### src/rtl/booth_mult_seq_pkg.sv
// Shared types for booth_mult_seq: FSM state encoding and radix-2 Booth recoding.
package mult_pkg;

  typedef enum logic [1:0] {
    IDLE = 2'b00,
    RUN  = 2'b01,
    DONE = 2'b10
  } state_t;

  typedef enum logic [1:0] {
    OP_PASS = 2'b00,
    OP_ADD  = 2'b01,
    OP_SUB  = 2'b10
  } booth_op_t;

  // {Q[0], q_1}: 01 adds M, 10 subtracts M, 00/11 leave the partial product alone.
  function automatic booth_op_t booth_decode(input logic q0, input logic q_1);
    case ({q0, q_1})
      2'b01:   return OP_ADD;
      2'b10:   return OP_SUB;
      default: return OP_PASS;
    endcase
  endfunction

endpackage

### src/rtl/booth_mult_seq_if.sv
// Operand/result handshake bundle for booth_mult_seq; master drives requests, slave is the multiplier.
interface booth_mult_seq_if #(
  parameter int WIDTH = 32
);
  logic             in_valid;
  logic             in_ready;
  logic [WIDTH-1:0] multiplicand;
  logic [WIDTH-1:0] multiplier;
  logic             cancel;
  logic             out_valid;
  logic             out_ready;
  logic [WIDTH-1:0] product_lo;
  logic [WIDTH-1:0] product_hi;
  logic             ovf;

  modport master (
    output in_valid, multiplicand, multiplier, cancel, out_ready,
    input  in_ready, out_valid, product_lo, product_hi, ovf
  );

  modport slave (
    input  in_valid, multiplicand, multiplier, cancel, out_ready,
    output in_ready, out_valid, product_lo, product_hi, ovf
  );
endinterface

### src/rtl/booth_mult_seq_booth_step.sv
// One radix-2 Booth iteration around the external adder: selects the adder operand
// and forms the sign-corrected arithmetic right shift of the partial sum.
module booth_step
  import mult_pkg::*;
#(
  parameter int WIDTH = 32
) (
  input  logic [WIDTH-1:0] q,
  input  logic             q_1,
  input  logic [WIDTH-1:0] m,
  input  logic [WIDTH-1:0] a,
  input  logic [WIDTH-1:0] adder_sum,
  output logic [WIDTH-1:0] adder_b,
  output logic             adder_cin,
  output logic [WIDTH-1:0] a_next,
  output logic [WIDTH-1:0] q_next,
  output logic             q1_next
);

  booth_op_t op;
  logic      v;
  logic      s;

  always_comb begin
    op        = booth_decode(q[0], q_1);
    adder_b   = '0;
    adder_cin = 1'b0;
    case (op)
      OP_ADD: adder_b = m;
      OP_SUB: begin
        adder_b   = ~m;
        adder_cin = 1'b1;
      end
      default: ;
    endcase
  end

  // The adder drops the carry out, so the true sign of the W+1-bit sum is recovered
  // from the overflow flag; this keeps M = most-negative exact.
  assign v = (a[WIDTH-1] == adder_b[WIDTH-1]) && (adder_sum[WIDTH-1] != a[WIDTH-1]);
  assign s = adder_sum[WIDTH-1] ^ v;

  assign {a_next, q_next, q1_next} = {s, adder_sum, q};

endmodule

### src/rtl/booth_mult_seq.sv
// Sequential signed radix-2 Booth multiplier driving a shared external combinational adder.
// Optional MULT_OVF_EN builds the "product does not fit in WIDTH signed bits" flag.
module booth_mult_seq
  import mult_pkg::*;
#(
  parameter int WIDTH = 32,
  parameter int CNT_W = 6
) (
  input  logic             clock,
  input  logic             reset_n,
  booth_mult_seq_if.slave  bus,
  output logic [WIDTH-1:0] adder_a,
  output logic [WIDTH-1:0] adder_b,
  output logic             adder_cin,
  input  logic [WIDTH-1:0] adder_sum
);

  state_t           state_reg, state_next;
  logic [WIDTH-1:0] a_reg, q_reg, m_reg;
  logic             q1_reg;
  logic [CNT_W-1:0] cnt_reg;

  logic [WIDTH-1:0] step_b, a_next, q_next;
  logic             step_cin, q1_next;
  logic             last_iter;

  booth_step #(.WIDTH(WIDTH)) u_step (
    .q         (q_reg),
    .q_1       (q1_reg),
    .m         (m_reg),
    .a         (a_reg),
    .adder_sum (adder_sum),
    .adder_b   (step_b),
    .adder_cin (step_cin),
    .a_next    (a_next),
    .q_next    (q_next),
    .q1_next   (q1_next)
  );

  assign last_iter = (cnt_reg == CNT_W'(WIDTH - 1));

  always_ff @(posedge clock or negedge reset_n) begin
    if (!reset_n) state_reg <= IDLE;
    else          state_reg <= state_next;
  end

  // cancel outranks the final-iteration hand-off to DONE.
  always_comb begin
    state_next = state_reg;
    case (state_reg)
      IDLE: if (bus.in_valid) state_next = RUN;
      RUN: begin
        if (bus.cancel)     state_next = IDLE;
        else if (last_iter) state_next = DONE;
      end
      DONE: if (bus.out_ready) state_next = IDLE;
      default: state_next = IDLE;
    endcase
  end

  always_ff @(posedge clock or negedge reset_n) begin
    if (!reset_n) begin
      a_reg   <= '0;
      q_reg   <= '0;
      m_reg   <= '0;
      q1_reg  <= 1'b0;
      cnt_reg <= '0;
    end else begin
      case (state_reg)
        IDLE: if (bus.in_valid) begin
          m_reg   <= bus.multiplicand;
          q_reg   <= bus.multiplier;
          a_reg   <= '0;
          q1_reg  <= 1'b0;
          cnt_reg <= '0;
        end
        RUN: if (!bus.cancel) begin
          a_reg   <= a_next;
          q_reg   <= q_next;
          q1_reg  <= q1_next;
          cnt_reg <= cnt_reg + CNT_W'(1);
        end
        default: ;
      endcase
    end
  end

  // The shared adder sees zeros whenever this block is not using it.
  assign adder_a   = (state_reg == RUN) ? a_reg    : '0;
  assign adder_b   = (state_reg == RUN) ? step_b   : '0;
  assign adder_cin = (state_reg == RUN) ? step_cin : 1'b0;

  assign bus.in_ready   = (state_reg == IDLE);
  assign bus.out_valid  = (state_reg == DONE);
  assign bus.product_hi = (state_reg == DONE) ? a_reg : '0;
  assign bus.product_lo = (state_reg == DONE) ? q_reg : '0;

`ifdef MULT_OVF_EN
  logic ovf_reg;
  logic ovf_calc;

  assign ovf_calc = (a_next != {WIDTH{q_next[WIDTH-1]}});

  always_ff @(posedge clock or negedge reset_n) begin
    if (!reset_n) begin
      ovf_reg <= 1'b0;
    end else if (state_reg == RUN && state_next == DONE) begin
      ovf_reg <= ovf_calc;
    end
  end

  assign bus.ovf = (state_reg == DONE) & ovf_reg;
`else
  assign bus.ovf = 1'b0;
`endif

endmodule
### src/flat_wrapper.sv
// flat-port wrapper written by rule: the top's interface ports become plain ports
module booth_mult_seq_flat import mult_pkg::*;
#(
  parameter int WIDTH = 32,
  parameter int CNT_W = 6
)
  (clock, reset_n, adder_a, adder_b, adder_cin, adder_sum, bus_in_valid, bus_multiplicand, bus_multiplier, bus_cancel, bus_out_ready, bus_in_ready, bus_out_valid, bus_product_lo, bus_product_hi, bus_ovf);
  booth_mult_seq_if #(.WIDTH(WIDTH)) bus_i ();
  input  logic clock;
  input  logic reset_n;
  output logic [WIDTH-1:0] adder_a;
  output logic [WIDTH-1:0] adder_b;
  output logic adder_cin;
  input  logic [WIDTH-1:0] adder_sum;
  input wire logic [$bits(bus_i.in_valid)-1:0] bus_in_valid;
  input wire logic [$bits(bus_i.multiplicand)-1:0] bus_multiplicand;
  input wire logic [$bits(bus_i.multiplier)-1:0] bus_multiplier;
  input wire logic [$bits(bus_i.cancel)-1:0] bus_cancel;
  input wire logic [$bits(bus_i.out_ready)-1:0] bus_out_ready;
  output wire logic [$bits(bus_i.in_ready)-1:0] bus_in_ready;
  output wire logic [$bits(bus_i.out_valid)-1:0] bus_out_valid;
  output wire logic [$bits(bus_i.product_lo)-1:0] bus_product_lo;
  output wire logic [$bits(bus_i.product_hi)-1:0] bus_product_hi;
  output wire logic [$bits(bus_i.ovf)-1:0] bus_ovf;
  assign bus_i.in_valid = bus_in_valid;
  assign bus_i.multiplicand = bus_multiplicand;
  assign bus_i.multiplier = bus_multiplier;
  assign bus_i.cancel = bus_cancel;
  assign bus_i.out_ready = bus_out_ready;
  assign bus_in_ready = bus_i.in_ready;
  assign bus_out_valid = bus_i.out_valid;
  assign bus_product_lo = bus_i.product_lo;
  assign bus_product_hi = bus_i.product_hi;
  assign bus_ovf = bus_i.ovf;
  booth_mult_seq #(.WIDTH(WIDTH), .CNT_W(CNT_W)) u_core (.clock(clock), .reset_n(reset_n), .bus(bus_i), .adder_a(adder_a), .adder_b(adder_b), .adder_cin(adder_cin), .adder_sum(adder_sum));
endmodule
### config.mk
export PLATFORM = sky130hd
export DESIGN_NAME = booth_mult_seq_flat
export DESIGN_NICKNAME = d
export VERILOG_FILES = /design/src/rtl/booth_mult_seq_pkg.sv /design/src/rtl/booth_mult_seq_if.sv /design/src/rtl/booth_mult_seq_booth_step.sv /design/src/rtl/booth_mult_seq.sv /design/src/flat_wrapper.sv
export SDC_FILE = /design/constraint.sdc
export NUM_CORES = 1
export LEC_CHECK = 0
export CAP_MARGIN = 40
export CORE_MARGIN = 2
export CORE_UTILIZATION = 40
export CTS_CLUSTER_SIZE = 28
export DETAILED_ROUTE_END_ITERATION = 6
export GPL_ROUTABILITY_DRIVEN = 1
export MAX_ROUTING_LAYER = met4
export PLACE_DENSITY = 0.76
export SYNTH_ARGS = -nofsm -noshare
export SYNTH_HDL_FRONTEND = slang
export SYNTH_HIERARCHICAL = 1
export SYNTH_SLANG_ARGS = --single-unit
### constraint.sdc
create_clock -name clock -period 1.43 [get_ports clock]
set_clock_uncertainty 0.1 [all_clocks]
set_input_delay 0.143 -clock clock [delete_from_list [all_inputs] [get_ports clock]]
set_output_delay 0.143 -clock clock [all_outputs]
set_load 0.03 [all_outputs]
**Yosys cells after proc, flatten, opt, wreduce, memory -nomap -nowiden**

Index checks and enable logic that the tools add are counted.

- $add $sub $neg: 1
- Eq/ne operators: 13
- Mux-type cells: 25
- Bitwise gates (word level): 2
- Reduce and logical (&&, ||, !) cells: 6

Operators with widths:

| cell | count |
|---|---|
| 32-bit 2-to-1 mux | 8 |
| 32-bit case mux with 2 select lines | 3 |
| 32-bit inverter | 1 |
| 6-bit 2-to-1 mux | 2 |
| 6-bit case mux with 2 select lines | 1 |
| 2-bit 2-to-1 mux | 4 |
| 6-bit by 1-bit adder with 6-bit output, second input constant | 1 |
| 2-bit by 1-bit == test with 1-bit output, second input constant | 3 |
| 2-bit == test, second input constant | 3 |
| 6-bit by 5-bit == test with 1-bit output, second input constant | 1 |
| 2-bit != test, second input constant | 3 |
| 2-bit case mux with 3 select lines | 1 |
| 3-bit AND reduction | 2 |
| 1-bit 2-to-1 mux | 4 |
| 2-bit case mux with 2 select lines | 1 |
| 3-bit by 2-bit != test with 1-bit output, second input constant | 1 |
| 2-bit zero test | 1 |
| 1-bit case mux with 2 select lines | 1 |
| 2-bit AND reduction | 1 |
| 2-bit nonzero test | 1 |
| 1-bit == test | 1 |
| 1-bit logical AND | 1 |
| 1-bit != test | 1 |
| 1-bit XOR | 1 |

- Register bits after elaboration: 105
- Input port bits: 101
- Word-level logic and storage cells: 53

**Longest topological paths before layout**

Gate-level depths: netlist (run 1).

- Word-level depth: 9
- Depth in mapped cells: 7
- Gate-level depth less buffers: 5

**Hierarchy**

The synthesis (run 1) kept the hierarchy.

By module, submodules not included:

| module | instances | cells an instance | area each (um^2) |
|---|---|---|---|
| booth_mult_seq | 1 | 611 | 5492.8 |
| booth_step | 1 | 139 | 835.8 |

**Worst setup path before layout (run 1)**

OpenSTA, ideal clock, no wires.

- Path type: register to output
- From: register u_core.state_reg[1]
- To: output bus_product_lo[22]
- Arrival time: 1.469 ns
- Path slack: -0.282 ns
- Stages on the path, launching flop included: 5
- Path through: dfrtp_1 buf_2 nor2b_1 clkbuf_1 and2_1

- Longest elaborated chain between the ends: 2

RTL lines:

| element | line | source |
|---|---|---|
| start: declaration | booth_mult_seq.sv:18 | `state_t state_reg, state_next;` |
| start signal: assignment | booth_mult_seq.sv:44 | `else state_reg <= state_next;` |
| 2-bit == test | - |  |
| net bus_out_valid | flat_wrapper.sv:21 | `output wire logic [$bits(bus_i.out_valid)-1:0] bus_out_valid;` |
| 32-bit 2-to-1 mux | booth_mult_seq.sv:96 | `assign bus.product_lo = (state_reg == DONE) ? q_reg : '0;` |
| end: declaration | flat_wrapper.sv:22 | `output wire logic [$bits(bus_i.product_lo)-1:0] bus_product_lo;` |

The timed path passes the listed nets, and every way through them passes these cells.

**Worst setup path after layout (run 1)**

- From: register u_core.state_reg[1]
- To: output bus_product_lo[25]

- Longest elaborated chain between the ends: 2

RTL lines:

| element | line |
|---|---|
| 2-bit == test | booth_mult_seq.sv:96 |
| 32-bit 2-to-1 mux | booth_mult_seq.sv:96 |

Every way passes these cells.

==> impl_summary.txt, run 1 <==
----------------------------------------------------
[Clocking]
  Clock transition time at the flip-flop clock pins of the worst setup and hold paths ... roughly 0.070 ns
  Root Buffer Master ... sky130_fd_sc_hd__clkbuf_16
  Number of clock buffers inserted by TritonCTS ... 9
  Clock tree from TritonCTS ... built
  Sinks on Clock Net ... roughly 110
  Htree depth ... 3
  Clock tree buffer depth ... 2
  Clock network latency to the later pin of the worst-skew pair ... 0.35 ns

[Placed design]
  RD Place Congestion ... approximately 0.8
  DP HPWL ... 11210 um
  Placement Setup Slack ... -0.4120 ns
  Post-detailed-placement cell area ... 8567 um^2
  Number of buffer cells added on primary ports ... ~230

[Run]
  Number of maximum-capacitance violations ... 0

[Logic synthesis]
  Number of distinct standard cells referenced by the synthesized netlist ... 37
  Number of standard cells after synthesis ... between 700 and 800
  Average footprint of a synthesized cell ... 8.438 um^2
  Yosys reg bits ... around 110
  Register area share after synthesis ... 0.4152
  Syn nets ... 852
  Post-Syn Area ... 6329 um^2
  Count of flip-flops with a built-in enable after synthesis ... 0
  YS warnings ... 6
  Most used flip-flop cell after synthesis ... sky130_fd_sc_hd__dfrtp_1
  Fraction of registers with async set/reset ... 1.000

[GRT]
  Global routing's busiest layer ... met2
  Overall track demand over capacity in global routing ... 0.2524
  Global Route met2 Usage ... 0.4309
  Maximum number of pins on one net before global-route repair ... 106
  Sum of overflow across all layers after global routing ... 0
  GR met3 Demand/Resource ... 0.04387
  Wire length of the first global-routing pass ... 32020 um
  Met1 layer usage reported by global route ... 0.3045
  Antenna violations before repair ... 0
  Via count of the first global-routing pass ... 6022

[Timing]
  Number of hold-slack violations in the final timing report ... 0
  Total of endpoints with negative setup slack in the final report ... 236
  Worst Tran Pin Value ... around 0.60 ns
  Number of slew-limit violations in the final report ... 0
  RSZ-0062 raised after global routing ... yes
  Highest achievable clock rate ... 0.5188 GHz
  Worst hold-check slack ... around 0.22 ns
  Final period utilization ... 1.348
  Final WS setup ... -0.4974 ns
  Remaining max-slew budget at the tightest pin ... 0.6000
  Clock period minus final worst setup slack ... approximately 1.9 ns

[Drt]
  WL final ... approximately 23000 um
  Drt drc ... 0
  Final antenna-violating net count ... 0
  First-pass DRT Iterations ... 5
  Via count ... approximately 6200
  Post-DR vias/cell ... 5.152
  WL/cell ... 19.22 um
  Count of routing violations after the opening detailed-route iteration ... 475

[Floorplanning]
  Full die area ... 16840 um^2
  Die Ht ... 129.8 um
  Number of top-level pins ... 233
  Initial Utilization ... 0.4132
  Width of the die ... 129.8 um
  Core region area ... about 15000 um^2
  Row count ... 45

[Critical path]
  Element type at the critical path end ... output port
  Data arrival time of the critical path ... 1.68 ns
  Crit path required time ... roughly 1.2 ns
  Worst setup SP type ... flop
  Largest fanout on the critical path ... 9
  Classification of the worst setup path ... reg2out

[Pwr]
  Internal Dissipation ... 8.279 mW
  Share of total power in sequential cells ... 0.338
  Leakage component of the power ... slightly above 5 nW
  Cell area power density ... 1149 nW/um^2
  Switching power as a share of total power ... 0.3449
  Tot Pwr ... ~13 mW
  Proportion of power drawn by the clock network ... 0.230
  Proportion of power drawn by combinational gates ... 0.432
  Worst IR drop on VDD ... about 0.65 mV
  Switching pwr ... 4.359 mW

[Layout]
  Synthesis-to-finish area growth ... 73.76%
  Finished Core Util ... 0.7181
  Total non-filler cell area in the finished layout ... approximately 11000 um^2
  Fraction of final layout cells sized beyond drive strength 1 ... 0.4319
  Filler cell count in the final layout ... 1047
  Number of antenna diodes ... 0
  Net count of the finished layout ... 1081

[Run status]
  Run status ... finished, violations left
  Violations in the final reports ... setup timing

[Worst hold path]
  Type of the tightest min-delay check ... in2reg

----------------------------------------------------
[per-layer routing]
metal	part of all wire	vias up
met3	0.056	55
met4	0.028	0
met5	0	-
met1	0.40	2993
li1	-	2859
met2	0.51	250
[final timing paths]
path	slack, ns	end	depth (start not counted)	from
worst max-delay path	-0.50	bus_product_lo[25]	6	u_core/state_reg[1]
worst min-delay path	0.22	u_core/m_reg[25]	3	bus_multiplicand[25]
worst max register to register	-0.49	u_core/q_reg[19]	8	u_core/state_reg[0]
worst min register to register	0.38	u_core/cnt_reg[5]	1	u_core/cnt_reg[5]
max in group asynchronous	0.47	u_core/q_reg[0]	3	reset_n
min in group asynchronous	0.29	u_core/a_reg[11]	3	reset_n
[layout by cell type (no fill, tap or decap), types with 6 or more instances in the layout]
master / instances
sky130_fd_sc_hd__buf_4: 31
sky130_fd_sc_hd__o211ai_1: 33
sky130_fd_sc_hd__buf_16: 15
sky130_fd_sc_hd__inv_1: 35
sky130_fd_sc_hd__buf_8: 8
sky130_fd_sc_hd__clkbuf_16: 21
sky130_fd_sc_hd__nand3_1: 34
sky130_fd_sc_hd__and2_4: 129
sky130_fd_sc_hd__o21ai_1: 52
sky130_fd_sc_hd__clkdlybuf4s50_1: 99
sky130_fd_sc_hd__buf_12: 25
sky130_fd_sc_hd__o21ai_0: 25
sky130_fd_sc_hd__o21ai_2: 21
sky130_fd_sc_hd__dfrtp_1: 103
sky130_fd_sc_hd__buf_6: 144
sky130_fd_sc_hd__nand2_1: 133
sky130_fd_sc_hd__mux2i_1: 32
sky130_fd_sc_hd__bufbuf_16: 6
[critical path, cell delays in order, from the launching register on]
cell	delay, ns
sky130_fd_sc_hd__dfrtp_1	0.38
sky130_fd_sc_hd__buf_6	0.12
sky130_fd_sc_hd__nor2b_4	0.18
sky130_fd_sc_hd__buf_12	0.19
sky130_fd_sc_hd__clkbuf_16	0.18
sky130_fd_sc_hd__and2_4	0.15
sky130_fd_sc_hd__buf_6	0.12
[Yosys cell counts, drive strengths merged (2+ instances only)]
cell type  instances  area [um^2]
o21ai             98        490.5
dfrtp            105         2628
nor2               3        13.77
and2             129        807.0
mux2i             34        340.3
or3b               2        20.02
nand2b             2        20.02
nor2b              3        18.77
nor3b              2        31.28
o211ai            33        247.7
clkbuf            24        90.09
buf               99        696.9
nand3             34        170.2
inv               35        131.4
nand2            134        505.5
[per-stage QoR]
step           setup TNS [ns]  cells
3_3_place_gp           -45.57   1110
4_1_cts                -85.13   1178
2_1_floorplan          -8.046    750
3_5_place_dp           -50.22   1110
6_report              -100.86   1195
5_1_grt               -112.07   1195
[layout make-up]
cell class | instances | area, um^2 | area share
sequential | 105 | 2630 | 0.2392
tap | 211 | 264.0 | 0.02401
multi-input combinational | 487 | 3243 | 0.2949
timing repair buffer | 341 | 4384 | 0.3987
clock buffer | 10 | 239.0 | 0.02173
clock inverter | 6 | 105.1 | 0.009557
inverter | 35 | 131.4 | 0.01195
[cell families after synthesis]
logic type,share of synthesized area
AND/OR/NAND/NOR,0.2578
adder cells (fa/ha/maj),0.003558
AO/OA/AOI/OAI,0.1226
XOR/XNOR,0.001384
multiplexers,0.05378
buffers and inverters,0.1451
other,0.0005926
flip-flops,0.4152
[power groups by stage]
stage	Sequential, mW	Combinational [mW]	Clock (mW)
detailed placement	4.24	3.98	0
finish	4.27	5.45	2.91
global route	4.35	5.83	3.07
CTS	4.22	5.02	2.96
floorplan	4.10	3.08	0
global placement	4.23	3.91	0
[what timing repair did]
action / in CTS / in global routing
pin swaps: 39 / 19
buffers inserted: 28 / 8
hold buffers: 1 / 0
setup endpoints to repair: 236 / 236
gates resized for setup: 216 / 73
hold endpoints to repair: 105 / 0
gates cloned: 24 / 16
Note: power is estimated with default switching activity, not from simulation.
==> run 2: changes to the inputs <==
CORE_UTILIZATION = 25   (was 40)
PLACE_DENSITY = unset   (was 0.76)
==> run 2 against run 1 <==
- the flow still finishes with violations (setup timing)
- clock-buffer cell count is 1 higher
- sequential share of layout area grew 0.75 points
- non-clock buffer count fell by 15
- maximum frequency is 0.34% lower
- core utilization decreased by 29 points
- final area decreased by 3.1%
- first-iteration DRC count decreased by 48%
- global-route usage decreased by 11 points
- combinational power shrank 5.9%
- hold slack got worse by 0.0078 ns
- critical path depth up 1
- total power fell by 6.2%
- highest routed layer unchanged
==> impl_summary.txt, run 2 (synthesis gave the netlist of run 1 again) <==
----------------------------------------------------
[Placed design]
  DP HPWL ... approximately 13000 um
  RD Place Congestion ... slightly below 0.8
  Number of buffer cells added on primary ports ... 231
  Post-detailed-placement cell area ... 8896 um^2

[Layout]
  Filler cell count in the final layout ... 2394
  Total non-filler cell area in the finished layout ... roughly 11000 um^2
  Synthesis-to-finish area growth ... 68.39%
  Finished Core Util ... 0.4256
  Most common cell after layout, fill and taps aside ... sky130_fd_sc_hd__buf_6
  Commonest cells after routing, fill and taps aside ... sky130_fd_sc_hd__buf_6, sky130_fd_sc_hd__and2_4, sky130_fd_sc_hd__nand2_1
  Net count of the finished layout ... approximately 1100
  Fraction of final layout cells sized beyond drive strength 1 ... 0.4262

[Clocking]
  Clock tree from TritonCTS ... built
  Sinks on Clock Net ... 105
  Htree depth ... 3
  Clock tree buffer depth ... 2
  Clock network latency to the later pin of the worst-skew pair ... 0.35 ns
  Number of clock buffers inserted by TritonCTS ... 9
  Clock transition time at the flip-flop clock pins of the worst setup and hold paths ... 0.07 ns
  Root Buffer Master ... sky130_fd_sc_hd__clkbuf_16

[Drt]
  Count of routing violations after the opening detailed-route iteration ... 247
  Post-DR vias/cell ... between 4 and 5
  Final antenna-violating net count ... 0
  WL/cell ... about 16 um
  Drt drc ... 0
  Via count ... 5799
  WL final ... between 20000 and 25000 um
  First-pass DRT Iterations ... 4

[Critical path]
  Worst setup SP type ... flop
  Data arrival time of the critical path ... roughly 1.7 ns
  Critical Path Max Stage Delay ... 0.42 ns
  Element type at the critical path end ... output port
  Largest fanout on the critical path ... 6
  Buffers & Inverters on Critical Path ... 5
  Crit path required time ... 1.19 ns
  Top cell family by delay on the critical path ... buffers and inverters
  Critical-path cell list ... buf_6, nor2b_4, buf_8, buf_12, buf_16, and2_4, buf_6
  Flop2flop setup slack ... -0.37 ns
  Classification of the worst setup path ... reg2out
  Max stage delay cell, worst path ... sky130_fd_sc_hd__dfrtp_1
  Cell repeated most along the worst path ... sky130_fd_sc_hd__buf_6

[Run status]
  Run status ... finished, violations left
  Violations in the final reports ... setup timing

[Pwr]
  Tot Pwr ... 11.86 mW
  Cell area power density ... 1113 nW/um^2
  Leakage component of the power ... 4.914 nW
  Worst IR drop on VDD ... ~0.5 mV

[Floorplanning]
  Number of top-level pins ... 233
  Width of the die ... 163.1 um
  Full die area ... 26600 um^2
  Row count ... 58
  Initial Utilization ... 0.2528
  Die Ht ... 163.1 um
  Core region area ... 25040 um^2

[GRT]
  Wire length of the first global-routing pass ... around 29000 um
  Sum of overflow across all layers after global routing ... 0
  Overall track demand over capacity in global routing ... 0.1435
  Antenna violations before repair ... 1
  Maximum number of pins on one net before global-route repair ... 60
  Via count of the first global-routing pass ... 5546

[Timing]
  Final WS setup ... -0.5039 ns
  RSZ-0062 raised after global routing ... yes
  Final period utilization ... 1.352
  Number of slew-limit violations in the final report ... 0
  Highest achievable clock rate ... 0.5171 GHz
  Clock period minus final worst setup slack ... 1.934 ns
  Total of endpoints with negative setup slack in the final report ... 236
  Aggregate negative setup slack ... -88.51 ns
  Number of hold-slack violations in the final timing report ... 0

[Worst hold path]
  Type of the tightest min-delay check ... in2reg

[Run]
  Number of maximum-capacitance violations ... 0

----------------------------------------------------
run 2: power by group:
group          internal [mW]  switching, mW
registers               3.65          0.614
clock network           1.29           1.18
logic                   2.69           2.44
total                   7.63           4.23
run 2: path summary, 6_finish.rpt:
kind                                      startpoint           endpoint  depth (start not counted)
worst max-delay path             u_core/state_reg[1]        adder_a[15]                          7
worst min register to register     u_core/cnt_reg[5]  u_core/cnt_reg[5]                          1
worst max register to register   u_core/state_reg[1]   u_core/a_reg[29]                          6
max in group asynchronous                    reset_n   u_core/m_reg[18]                          3
min in group asynchronous                    reset_n   u_core/q_reg[26]                          3
worst min-delay path            bus_multiplicand[12]   u_core/m_reg[12]                          3
run 2: through the flow:
step                cells  worst slack [ns]  hold WS (ns)
floorplan             750           -0.1132       -0.2526
global placement     1243           -0.3595       0.07118
detailed placement   1243           -0.3709       0.07056
CTS                  1277           -0.5258        0.1931
global route         1300           -0.5642        0.2133
finish               1300           -0.5039        0.2149
run 2: final cells by class:
cell class	count	area (um^2)	area share
antenna	1	2.502	0.0002348
clock buffer	11	252.7	0.02372
clock inverter	5	38.79	0.003640
inverter	35	131.4	0.01233
multi-input combinational	487	3249	0.3049
sequential	105	2629	0.2467
tap	330	412.9	0.03875
timing repair buffer	326	3940	0.3697
run 2: per-layer routing:
layer / global-route usage / wire (um)
met5: - / 0
met4: 0.05109 / 477
met3: 0.02743 / 1052
met2: 0.2332 / 10120
met1: 0.1786 / 9034
run 2: what timing repair did:
item,in CTS,in global routing
endpoints found under the hold margin,105,0
cloned,5,21
buffers inserted,12,4
gates resized for setup,141,106
setup endpoints to repair,234,236
hold buffers,1,0
pin swaps,48,35
run 2: worst min-delay path: stages:
cell,delay (ns)
sky130_fd_sc_hd__clkdlybuf4s50_1,0.40
sky130_fd_sc_hd__nand2_1,0.05
sky130_fd_sc_hd__nand2_1,0.04
